$ cat src/rtl/pipe_pkg.sv
// Shared definitions for the inter-stage pipeline registers.
package pipe_pkg;

    // Values for the SKID parameter of pipe_stage.
    localparam int PIPE_MODE_PASS = 0;
    localparam int PIPE_MODE_SKID = 1;

    // Width of the occupancy count (0..2 entries).
    localparam int OCC_W = 2;

    // Payload carried across the EX -> MEM boundary.
    typedef struct packed {
        logic [4:0]  rs1_addr;
        logic [4:0]  rs2_addr;
        logic [4:0]  rd_addr;
        logic [31:0] rs1_val;
        logic [31:0] rs2_val;
        logic [31:0] pc;
        logic [31:0] mem_addr;
        logic [31:0] exec_output;
        logic        jump;
        logic [31:0] jump_addr;
        logic [7:0]  instr_id;
        logic        rd_valid;
    } ex_mem_t;

    localparam int EX_MEM_W = $bits(ex_mem_t);

    // Payload carried across the IF -> ID boundary.
    typedef struct packed {
        logic [31:0] pc;
        logic [31:0] instr;
        logic [7:0]  instr_id;
    } if_id_t;

    localparam int IF_ID_W = $bits(if_id_t);

endpackage

$ cat src/rtl/pipe_entry.sv
// One valid bit plus payload register with flush, load, clear and hold.
module pipe_entry #(
    parameter int DATA_W     = 32,
    parameter bit CLEAR_DATA = 1'b0
) (
    input  logic              clk,
    input  logic              rst_n,
    input  logic              flush,
    input  logic              load,
    input  logic              clear,
    input  logic [DATA_W-1:0] d,
    output logic              valid,
    output logic [DATA_W-1:0] q
);

    // Flush beats load beats clear; with none asserted the entry holds.
    always_ff @(posedge clk or negedge rst_n) begin
        if (!rst_n) begin
            valid <= 1'b0;
            q     <= '0;
        end else if (flush) begin
            valid <= 1'b0;
            if (CLEAR_DATA) begin
                q <= '0;
            end
        end else if (load) begin
            valid <= 1'b1;
            q     <= d;
        end else if (clear) begin
            valid <= 1'b0;
        end
    end

endmodule

$ cat src/rtl/pipe_stage.sv
// Pipeline-stage register with valid/ready handshake, optional skid entry,
// selective flush and global freeze.
//
// Handshake: a payload moves upstream->stage when in_valid && in_ready at a
// rising edge, and stage->downstream when out_valid && out_ready at a rising
// edge with neither freeze nor flush asserted. in_valid/in_data must not
// depend on in_ready; out_valid/out_data never depend on out_ready.
module pipe_stage
    import pipe_pkg::*;
#(
    parameter int DATA_W     = 32,
    parameter int SKID       = PIPE_MODE_PASS,
    parameter bit CLEAR_DATA = 1'b0
) (
    input  logic              clk,
    input  logic              rst_n,
    input  logic              freeze,
    input  logic              flush,
    input  logic              in_valid,
    output logic              in_ready,
    input  logic [DATA_W-1:0] in_data,
    output logic              out_valid,
    input  logic              out_ready,
    output logic [DATA_W-1:0] out_data,
    output logic [OCC_W-1:0]  occupancy
);

    logic              m_valid;
    logic [DATA_W-1:0] m_data;
    logic              s_valid;
    logic              accept;
    logic              consume;

    assign accept    = in_valid && in_ready;
    assign consume   = m_valid && out_ready && !freeze && !flush;
    assign out_valid = m_valid;
    assign out_data  = m_data;
    assign occupancy = OCC_W'(m_valid) + OCC_W'(s_valid);

    if (SKID == PIPE_MODE_PASS) begin : g_pass
        // Ready looks through to out_ready so a full stage streams at rate.
        assign in_ready = !freeze && !flush && (!m_valid || out_ready);
        assign s_valid  = 1'b0;

        pipe_entry #(.DATA_W(DATA_W), .CLEAR_DATA(CLEAR_DATA)) u_main (
            .clk   (clk),
            .rst_n (rst_n),
            .flush (flush),
            .load  (accept),
            .clear (consume && !accept),
            .d     (in_data),
            .valid (m_valid),
            .q     (m_data)
        );
    end else begin : g_skid
        logic [DATA_W-1:0] s_data;
        logic              m_load;
        logic [DATA_W-1:0] m_d;

        // Ready comes from the skid valid flop only, breaking the timing path.
        assign in_ready = !freeze && !flush && !s_valid;

        // Main entry refills from the skid entry first, else from the input.
        always_comb begin
            m_load = 1'b0;
            m_d    = in_data;
            if (consume && s_valid) begin
                m_load = 1'b1;
                m_d    = s_data;
            end else if (accept && (!m_valid || consume)) begin
                m_load = 1'b1;
            end
        end

        pipe_entry #(.DATA_W(DATA_W), .CLEAR_DATA(CLEAR_DATA)) u_main (
            .clk   (clk),
            .rst_n (rst_n),
            .flush (flush),
            .load  (m_load),
            .clear (consume && !s_valid && !accept),
            .d     (m_d),
            .valid (m_valid),
            .q     (m_data)
        );

        // Skid entry absorbs the one payload accepted while main is stalled.
        pipe_entry #(.DATA_W(DATA_W), .CLEAR_DATA(CLEAR_DATA)) u_skid (
            .clk   (clk),
            .rst_n (rst_n),
            .flush (flush),
            .load  (accept && m_valid && !consume),
            .clear (consume && s_valid),
            .d     (in_data),
            .valid (s_valid),
            .q     (s_data)
        );
    end

endmodule

$ cat config.mk
export PLATFORM = sky130hd
export DESIGN_NAME = pipe_stage
export DESIGN_NICKNAME = d
export VERILOG_FILES = /design/src/rtl/pipe_pkg.sv /design/src/rtl/pipe_entry.sv /design/src/rtl/pipe_stage.sv
export SDC_FILE = /design/constraint.sdc
export NUM_CORES = 1
export LEC_CHECK = 0
export CAP_MARGIN = 20
export CORE_MARGIN = 2
export CORE_UTILIZATION = 40
export CTS_BUF_LIST = sky130_fd_sc_hd__clkbuf_16
export DETAILED_ROUTE_END_ITERATION = 12
export PLACE_DENSITY = 0.91
export SLEW_MARGIN = 10
export SYNTH_ARGS = -nofsm -noshare
export SYNTH_HDL_FRONTEND = slang
export SYNTH_SLANG_ARGS = --single-unit
$ cat constraint.sdc
create_clock -name clk -period 4.11 [get_ports clk]
set_input_delay 0.411 -clock clk [delete_from_list [all_inputs] [get_ports clk]]
set_output_delay 0.411 -clock clk [all_outputs]
set_load 0.005 [all_outputs]
* Word level (Yosys, flattened, before mapping)
Cells that the tools add are included.
** Storage, ports and cells
- RAM bits :: 0
- Memories :: 0
- Register bits :: 33
- ROM bits :: 0
- Bits in latches :: 0
- Output and inout port bits :: 36
** Operators by class
- Add/sub/neg operators :: 0
- Reductions and logical operators :: 14
- Bitwise logic cells :: 1
- Muxes and demuxes :: 3
- Magnitude comparators :: 0
- Equal/unequal tests :: 0
- Multipliers :: 0
- Div/mod/pow operators :: 0
- Shifts and indexed selects :: 0
** Operator list (count)
- $logic_and 1x1->1 :: 7
- $logic_not 1->1 :: 4
- $mux 1 :: 3
- $reduce_bool 3->1 :: 1
- $reduce_and 2->1 :: 1
- $logic_or 1x1->1 :: 1
- $not 1->1 :: 1

* Depth between registers and ports, before layout
Gate-level depths: netlist of run 1.
- Depth in word-level cells :: 9
- Mapped depth :: 4
- Mapped depth without buffers :: 3

* By module
From an unflattened synthesis of run 1, not the netlist that was laid out.
** Unflattened totals
- Cell total of the unflattened synthesis :: 82
- Area total of the unflattened synthesis :: 1457.6 sq um
** By module, submodules not included
- pipe_entry :: area an instance 1398.8 sq um, cells each 73, sequential area each 825.8 sq um, instances 1
- pipe_stage :: area an instance 58.8 sq um, cells each 9, sequential area each 0.0 sq um, instances 1

* Worst setup path after synthesis of run 1
No wires, ideal clock.
- Path type :: reg2reg
- Start :: register g_pass.u_main.valid
- End :: register g_pass.u_main.q[17]
- Stages on the path, launching flop included :: 4
- Required time :: 3.985 ns
- Arrival :: 1.462 ns
- Setup time :: 0.125 ns
- Setup slack :: 2.524 ns
- Buffers on the path :: 1
- Cell sequence :: dfrtp_1 a2111oi_4 buf_6 mux2_2
** Between the ends
- Word-level cells in the longest chain between the ends :: 5
** Ends and longest elaborated chain
- from (decl) :: RTL line pipe_entry.sv:12 : output logic valid,
- from (signal assigned) :: RTL line pipe_entry.sv:19 : valid <= 1'b0;
- from (signal assigned) :: RTL line pipe_entry.sv:22 : valid <= 1'b0;
- from (signal assigned) :: RTL line pipe_entry.sv:27 : valid <= 1'b1;
- $logic_not 1->1 :: RTL line pipe_stage.sv:42 : assign in_ready = !freeze && !flush && (!m_valid || out_ready);
- $logic_or 1x1->1 :: RTL line pipe_stage.sv:42
- $logic_and 1x1->1 :: RTL line pipe_stage.sv:42
- $logic_and 1x1->1 :: RTL line pipe_stage.sv:34 : assign accept = in_valid && in_ready;
- $reduce_and 2->1 (no source line)
- to (signal assigned) :: RTL line pipe_entry.sv:20 : q <= '0;
- to (signal assigned) :: RTL line pipe_entry.sv:24 : q <= '0;
- to (signal assigned) :: RTL line pipe_entry.sv:28 : q <= d;
- to (decl) :: RTL line pipe_entry.sv:13 : output logic [DATA_W-1:0] q
No other way between the ends.
A chain may end at the register's enable or synchronous reset.

* Final worst setup path of run 1
- Start :: input freeze
- End :: register g_pass.u_main.q[9]
** Between the ends
- Word-level cells in the longest chain between the ends :: 5
** Ends and longest elaborated chain
- from (decl) :: RTL line pipe_stage.sv:17 : input logic freeze,
- $logic_not 1->1 :: RTL line pipe_stage.sv:42
- $logic_and 1x1->1 (2 in series) :: RTL line pipe_stage.sv:42
- $logic_and 1x1->1 :: RTL line pipe_stage.sv:34
- $reduce_and 2->1 (no source line)
No other way between the ends.

==> impl_metrics.csv, run 1 <==
group,metric,value,unit
cells_and_area,mostFrequentLayoutCells,"clkdlybuf4s50_1 (72), dfrtp_1 (33), mux2_2 (30)",
setup_path,crit_fanout,20,
clocking,cts_buffers,5,
clocking,holdBufCountCts,0,
clocking,clockBufferDepth,2,
placed_design,io_buffers,72,
floorplan,ios,74,
setup_path,start_kind,"input pin",
clocking,clk_latency,0.26,ns
synth,ys_warn_count,0,
sta,maxSlewViolCount,0,
setup_path,slowest_stage,"a2111oi_4",
synth,syn_avg_cell_area,16.6,um^2
floorplan,die_h,61.0,um
setup_path,r2r_start,"g_pass.u_main.valid$_DFFE_PN0P_",
cells_and_area,fillers,218,
clocking,post_cts_resized,0,
setup_path,ff2ff_path_depth,3,
floorplan,dieWidth,61.0,um
clocking,cts_tree,"yes",
pwr,p_leak,0.893,nW
setup_path,crit_type,"in -> reg",
job,maxCapViolations,0,
cells_and_area,nets,192,
clocking,cts_max_level,2,
placed_design,placed_area,2040,um^2
cells_and_area,drive_gt1_frac,0.252,
route,avgRoutedWirePerCell,15.1,um
route,wl,3.00,mm
global_routing,antenna_found_initial,0,
synth,synth_area_leaders,"dfrtp_1 (64%), mux2_2 (26%), buf_6 (2.6%), a2111oi_4 (2.1%), mux2_1 (1.7%)",
floorplan,start_util,0.422,
setup_path,cp_data_arrival_time,2.54,ns
setup_path,worstSetupEndpointType,"flop",
sta,fin_crit,2.39,ns
setup_path,r2r_slack,1.90,ns
synth,synth_sequential_area_ratio,0.636,
pwr,p_per_area,470,nW/um^2
synth,synth_top_area_frac,0.636,
pwr,finalPower,0.00102,W
setup_path,crit_buf_inv,2,
cells_and_area,area_growth,67.8,%
clocking,clock-sinks,33,
route,dr.pass1.iters,2,
sta,fmax,0.418,GHz
sta,fin_crit_sh,0.582,
sta,slew_headroom,0.415,
synth,synth_area,1300,um^2
cells_and_area,final_common_cell,"clkdlybuf4s50_1",
floorplan,floorplan.die_area,3720,um^2
cells_and_area,seqCellArea,826,um^2
route,drt_iter0_markers,21,
global_routing,grt_pass1_wl,4.35,mm
setup_path,worstPathRequired,4.26,ns
setup_path,cp_top_family,"buffers and inverters",
route,ant_nets,0,
floorplan,core_area,3080,um^2
route,via_per_inst,4.55,
global_routing,grt_pass1_vias,958,
setup_path,path_cells,"clkdlybuf4s50_1, a2111oi_4, buf_4, mux2_2",
worst_hold_path,hold_class,"reg -> reg",
cells_and_area,n_antenna_cell,0,
sta,fin_setup_tns,0,ns
pwr,ir_drop,391,uV
synth,yosys.area.top_type,"dfrtp_1",
route,vias,906,
global_routing,grt_usage,0.169,
sta,grt_setup_unrepaired,"false",
sta,setup_violations,0,
synth,ys_seq_elements,33,
route,drc_errors,0,
placed_design,dp_hpwl,2.32,mm
sta,hold_violations,0,
sta,skew,0.00126,ns
sta,tightest_slew,0.878,ns
setup_path,crit_path_start,"freeze",
synth,syn_nets,116,
clocking,post_cts_buffers,0,
global_routing,grt_max_degree,34,
setup_path,endpoint,"g_pass.u_main.q[9]$_DFFE_PN0P_",
clocking,path_clk_slew,0.05,ns
cells_and_area,final_area,2180,um^2
global_routing,grt_overflow_total,0,
setup_path,timing.rr.end,"g_pass.u_main.q[9]$_DFFE_PN0P_",
outcome,status,"complete, no violations",
synth,ys_types,12,
clocking,cts_root_buf,"clkbuf_16",
cells_and_area,multi_input_area,415,um^2
placed_design,gp_congestion,0.663,
setup_path,crit_cells,4,
floorplan,num_rows,20,
setup_path,worst_path_largest_cell_delay,0.84,ns
synth,synthCells,78,
==> synthesized netlist by cell type <==
cell,instances
a21oi_1,1
o21ai_0,1
a211oi_1,1
mux2_2,30
conb_1,1
dfrtp_1,33
buf_4,2
inv_1,2
a2111oi_4,1
mux2_1,2
buf_6,3
nand2b_1,1
==> sequential cells by signal (all words and copies together) (netlist names) <==
register / flops
g_pass.u_main.q: 32
g_pass.u_main.valid: 1
==> power by group <==
part | leakage (nW) | internal (W) | switching [W]
sequential | 0.392 | 0.000391 | 0.0000355
clock | 0.0687 | 0.000218 | 0.000118
combinational | 0.432 | 0.000191 | 0.0000697
total | 0.893 | 0.000800 | 0.000223
==> per-layer routing <==
metal	track usage	vias up	share of wire
met5	0	-	0
met1	0.162	440	0.37
met4	0.0776	0	0.011
met2	0.315	44	0.56
li1	-	420	-
met3	0.0661	2	0.065
==> kinds of logic (layout without fill, tap and decap cells) <==
group | count (synthesis) | after routing | synth area share
other cells | 1 | 1 | 0.00289
simple gates | 1 | 1 | 0.00482
compound gates | 4 | 4 | 0.0347
flops | 33 | 33 | 0.636
buf+inv | 7 | 84 | 0.0434
mux | 32 | 32 | 0.278
==> final cells by class <==
class,instances,share of cell area
Multi-Input combinational cell,38,0.191
Sequential cell,33,0.379
Clock buffer,5,0.0575
Tap cell,44,0.0253
Timing Repair Buffer,74,0.338
Clock inverter,3,0.00575
Inverter,2,0.00345
==> stage by stage <==
stage / worst slack, ns / hold WS (ns) / std cells / utilization
6_report: 1.72 / 0.485 / 199 / 0.707
5_1_grt: 1.56 / 0.518 / 199 / 0.707
4_1_cts: 1.70 / 0.485 / 199 / 0.707
3_5_place_dp: 1.42 / 0.474 / 191 / 0.663
3_3_place_gp: 1.53 / 0.471 / 191 / 0.663
2_1_floorplan: 2.52 / 0.115 / 78 / -
==> worst min-delay path by stage <==
stage                                    start                         endpoint  slack (ns)  cells past startpoint
5_1_grt        g_pass.u_main.q[31]$_DFFE_PN0P_  g_pass.u_main.q[31]$_DFFE_PN0P_        0.52                      1
2_1_floorplan                            rst_n   g_pass.u_main.q[0]$_DFFE_PN0P_        0.12                      0
6_report       g_pass.u_main.q[31]$_DFFE_PN0P_  g_pass.u_main.q[31]$_DFFE_PN0P_        0.48                      1
3_3_place_gp   g_pass.u_main.q[20]$_DFFE_PN0P_  g_pass.u_main.q[20]$_DFFE_PN0P_        0.47                      1
4_1_cts        g_pass.u_main.q[31]$_DFFE_PN0P_  g_pass.u_main.q[31]$_DFFE_PN0P_        0.49                      1
3_5_place_dp   g_pass.u_main.q[31]$_DFFE_PN0P_  g_pass.u_main.q[31]$_DFFE_PN0P_        0.47                      1
Note: power is estimated with default switching activity, not from simulation.
==> run 2: changes to the inputs <==
Settings changed: CORE_UTILIZATION 40 to 34, PLACE_DENSITY 0.91 to 0.83.
Clock period 4.11 ns to 2 ns, I/O delays scaled along.
==> impl_metrics.csv, run 2 (synthesis results as in run 1) <==
group,metric,value,unit
pwr,internal-power,0.00164,W
pwr,ir_drop,612,uV
route,via_per_inst,4.62,
clocking,clock-sinks,33,
global_routing,grt_max_degree,34,
placed_design,dp_hpwl,2.00,mm
pwr,finalPower,0.00209,W
cells_and_area,largestRegisters,"g_pass.u_main.q x32, g_pass.u_main.valid x1",
sta,fin_ws,0.268,ns
setup_path,worstPathRequired,1.80,ns
placed_design,gp_congestion,0.700,
worst_hold_path,hold_class,"in -> async",
setup_path,path_cells,"a211oi_1, clkdlybuf4s50_1",
placed_design,io_buffers,72,
global_routing,grt_overflow_total,0,
clocking,clk_latency,0.27,ns
global_routing,grt_pass1_vias,990,
floorplan,start_util,0.354,
clocking,cts_root_buf,"clkbuf_16",
cells_and_area,final_common_cell,"clkdlybuf4s50_1",
placed_design,post-place-ws,0.137,ns
floorplan,core_area,3660,um^2
cells_and_area,n_antenna_cell,0,
cells_and_area,mostFrequentLayoutCells,"clkdlybuf4s50_1 (72), dfrtp_1 (33), mux2_2 (30)",
floorplan,num_rows,22,
sta,setup_violations,0,
route,drt_iter0_markers,29,
route,drc_errors,0,
sta,grt_setup_unrepaired,"false",
setup_path,crit_type,"reg -> out",
setup_path,r2r_start,"g_pass.u_main.valid$_DFFE_PN0P_",
sta,fin_crit_sh,0.866,
route,wl,2.78,mm
job,maxCapViolations,0,
clocking,cts_max_level,2,
cells_and_area,final_util,0.598,
pwr,p_seq_frac,0.418,
clocking,holdBufCountCts,0,
setup_path,slowest_stage,"clkdlybuf4s50_1",
sta,maxSlewViolCount,0,
clocking,post_cts_resized,0,
cells_and_area,largest_reg_flops,32,
global_routing,grt_usage,0.146,
sta,fin_setup_tns,0,ns
setup_path,r2r_slack,0.38,ns
pwr,netSwitchingPower,0.000450,W
sta,skew,0.00411,ns
cells_and_area,regMostFlops,"g_pass.u_main.q",
setup_path,ff2ff_path_depth,3,
clocking,cts_buffers,5,
pwr,combPwrFrac,0.256,
setup_path,crit_fanout,5,
floorplan,ios,74,
floorplan,dieWidth,65.8,um
sta,hold_violations,0,
route,avgRoutedWirePerCell,13.8,um
pwr,clkPwrFrac,0.326,
outcome,status,"complete, no violations",
pwr,power.share.switching,0.215,
global_routing,antenna_found_initial,0,
clocking,cts_tree,"yes",
setup_path,worst_path_largest_cell_delay,0.55,ns
setup_path,start_kind,"flop",
clocking,post_cts_buffers,0,
clocking,path_clk_slew,0.05,ns
clocking,clockBufferDepth,2,
cells_and_area,nets,192,
route,dr.pass1.iters,3,
global_routing,grt_pass1_wl,4.66,mm
sta,fin_crit,1.73,ns
sta,fmax,0.577,GHz
cells_and_area,drive_gt1_frac,0.247,
pwr,p_per_area,955,nW/um^2
floorplan,die_h,65.8,um
cells_and_area,area_growth,68.8,%
floorplan,floorplan.die_area,4330,um^2
setup_path,cp_data_arrival_time,1.53,ns
pwr,p_leak,0.896,nW
setup_path,timing.rr.end,"g_pass.u_main.q[19]$_DFFE_PN0P_",
setup_path,worstSetupEndpointType,"output port",
route,ant_nets,0,
route,vias,933,
## run 2: worst max-delay path: cells and delay by family (launching register included)
family | cells | cell delay (ns)
flops | 1 | 0.44
buf+inv | 1 | 0.55
compound gates | 1 | 0.28
## run 2: worst max-delay path by stage
stage	start	to	slack, ns	cells after the start
floorplan	g_pass.u_main.valid$_DFFE_PN0P_	g_pass.u_main.q[17]$_DFFE_PN0P_	0.41	3
global placement	out_ready	g_pass.u_main.q[22]$_DFFE_PN0P_	0.21	5
detailed placement	freeze	g_pass.u_main.q[16]$_DFFE_PN0P_	0.14	4
CTS	g_pass.u_main.valid$_DFFE_PN0P_	in_ready	0.27	2
global route	g_pass.u_main.valid$_DFFE_PN0P_	in_ready	0.21	2
finish	g_pass.u_main.valid$_DFFE_PN0P_	in_ready	0.27	2
## run 2: area by class of cell
| type | count | area (um^2) |
|---|---|---|
| clock buffer | 5 | 125 |
| clock inverter | 2 | 7.51 |
| fill | 288 | 1470 |
| inverter | 2 | 7.51 |
| multi-input combinational | 38 | 415 |
| sequential | 33 | 826 |
| tap | 48 | 60.1 |
| timing repair buffer | 74 | 748 |
## run 2: per-stage QoR
stage               hold WS (ns)  std cells  cell area (um^2)
floorplan                -0.0956         78              1300
detailed placement         0.495        195              2060
finish                     0.324        202              2190
global route               0.370        202              2190
CTS                        0.341        202              2190
global placement           0.472        195              2060
## run 2: power by group through the flow
stage               Combinational (W)  Sequential (W)  Clock, W
floorplan                    0.000143        0.000890         0
CTS                          0.000543        0.000877  0.000704
finish                       0.000534        0.000875  0.000681
global route                 0.000571        0.000893  0.000748
detailed placement           0.000539        0.000884         0
global placement             0.000527        0.000875         0
## run 2: layer usage
metal  GRT usage  wire length [um]  vias to the layer above
li1            -                 -                      420
met1       0.169              1070                      451
met2       0.229              1360                       54
met3      0.0716               295                        8
met4      0.0625                55                        0
met5           0                 0                        -
==> run 3: changes to the inputs <==
Settings changed: CORE_MARGIN 2 to 3, TNS_END_PERCENT set to 50.
==> impl_metrics.csv, run 3 (synthesis results as in run 1) <==
group,metric,value,unit
outcome,status,"complete, no violations",
floorplan,ios,74,
cells_and_area,final_common_cell,"clkdlybuf4s50_1",
global_routing,grt_pass1_vias,1022,
clocking,cts_max_level,2,
placed_design,placed_area,2050,um^2
clocking,path_clk_slew,0.05,ns
route,drc_errors,0,
floorplan,core_area,3490,um^2
clocking,post_cts_resized,0,
cells_and_area,fillers,276,
sta,fin_setup_tns,0,ns
cells_and_area,final_util,0.626,
clocking,holdBufCountCts,0,
global_routing,grt_max_degree,34,
pwr,ir_drop,746,uV
cells_and_area,mostFrequentLayoutCells,"clkdlybuf4s50_1 (72), dfrtp_1 (33), mux2_2 (30)",
route,wl,3.02,mm
route,dr.pass1.iters,2,
clocking,cts_tree,"yes",
floorplan,start_util,0.371,
clocking,clockBufferDepth,2,
sta,hold_violations,0,
sta,fmax,0.594,GHz
sta,fin_crit,1.68,ns
floorplan,num_rows,21,
cells_and_area,nets,193,
route,avgRoutedWirePerCell,14.9,um
cells_and_area,n_antenna_cell,0,
clocking,post_cts_buffers,0,
cells_and_area,largest_reg_flops,32,
sta,grt_setup_unrepaired,"false",
route,drt_iter0_markers,33,
setup_path,cp_data_arrival_time,1.48,ns
placed_design,gp_congestion,0.684,
global_routing,antenna_found_initial,0,
job,maxCapViolations,0,
placed_design,dp_hpwl,2.33,mm
sta,maxSlewViolCount,0,
floorplan,floorplan.die_area,4590,um^2
sta,fin_crit_sh,0.842,
floorplan,die_h,67.8,um
cells_and_area,largestRegisters,"g_pass.u_main.q x32, g_pass.u_main.valid x1",
global_routing,grt_overflow_total,0,
cells_and_area,drive_gt1_frac,0.263,
cells_and_area,area_growth,68.7,%
sta,skew,0.00319,ns
clocking,cts_buffers,5,
route,vias,919,
global_routing,grt_pass1_wl,4.72,mm
floorplan,dieWidth,67.8,um
pwr,p_per_area,967,nW/um^2
setup_path,start_kind,"flop",
setup_path,worstSetupEndpointType,"output port",
clocking,clk_latency,0.27,ns
setup_path,crit_fanout,5,
sta,whs,0.332,ns
cells_and_area,regMostFlops,"g_pass.u_main.q",
pwr,p_leak,0.904,nW
cells_and_area,final_area,2190,um^2
placed_design,io_buffers,72,
setup_path,worstPathRequired,1.80,ns
global_routing,grt_usage,0.143,
setup_path,crit_type,"reg -> out",
clocking,clock-sinks,33,
worst_hold_path,hold_class,"in -> async",
sta,setup_violations,0,
route,via_per_inst,4.55,
clocking,cts_root_buf,"clkbuf_16",
route,ant_nets,0,
[run 3: cell count changes in the layout (fill, tap and decap cells not counted)]
cell / delta
buf_12: -1
buf_4: +2
clkinv_1: -1
clkinv_2: +2
[run 3: layout make-up]
cell class | instances | area (um^2) | share of cell area
tap | 46 | 57.6 | 0.0263
sequential | 33 | 826 | 0.377
inverter | 2 | 7.51 | 0.00343
multi-input combinational | 38 | 415 | 0.190
timing repair buffer | 75 | 743 | 0.340
clock inverter | 3 | 13.8 | 0.00629
clock buffer | 5 | 125 | 0.0572
[run 3: worst max-delay path: stages (launching register included)]
cell,delay [ns]
dfrtp_1,0.43
a211oi_1,0.25
clkdlybuf4s50_1,0.53
[run 3: worst paths after layout]
kind                                                 start                         endpoint  slack [ns]  depth (start not counted)
max in group asynchronous                            rst_n  g_pass.u_main.q[26]$_DFFE_PN0P_        1.36                          2
setup reg to reg           g_pass.u_main.valid$_DFFE_PN0P_   g_pass.u_main.q[3]$_DFFE_PN0P_        0.38                          3
setup / recovery           g_pass.u_main.valid$_DFFE_PN0P_                         in_ready        0.32                          2
min in group clk           g_pass.u_main.q[31]$_DFFE_PN0P_  g_pass.u_main.q[31]$_DFFE_PN0P_        0.49                          1
hold reg to reg            g_pass.u_main.q[31]$_DFFE_PN0P_  g_pass.u_main.q[31]$_DFFE_PN0P_        0.49                          1
hold / removal                                       rst_n  g_pass.u_main.q[17]$_DFFE_PN0P_        0.33                          2
[run 3: per-layer routing]
layer / GRT usage / share of wire / up-vias
li1: - / - / 425
met1: 0.149 / 0.36 / 444
met2: 0.247 / 0.52 / 48
met3: 0.0882 / 0.12 / 2
met4: 0.0298 / 0.0036 / 0
met5: 0 / 0 / -
[run 3: report_power, final]
group          total, W  internal (W)  switching [W]
clock          0.000706      0.000451       0.000255
combinational  0.000539      0.000393       0.000146
sequential     0.000871      0.000803      0.0000681
total           0.00212       0.00165       0.000469
[run 3: through the flow]
stage          power, W  std cells  worst slack, ns
2_1_floorplan   0.00103         78            0.414
3_3_place_gp    0.00141        194            0.156
3_5_place_dp    0.00143        194            0.118
4_1_cts         0.00215        202            0.293
5_1_grt         0.00224        202            0.190
6_report        0.00212        202            0.316
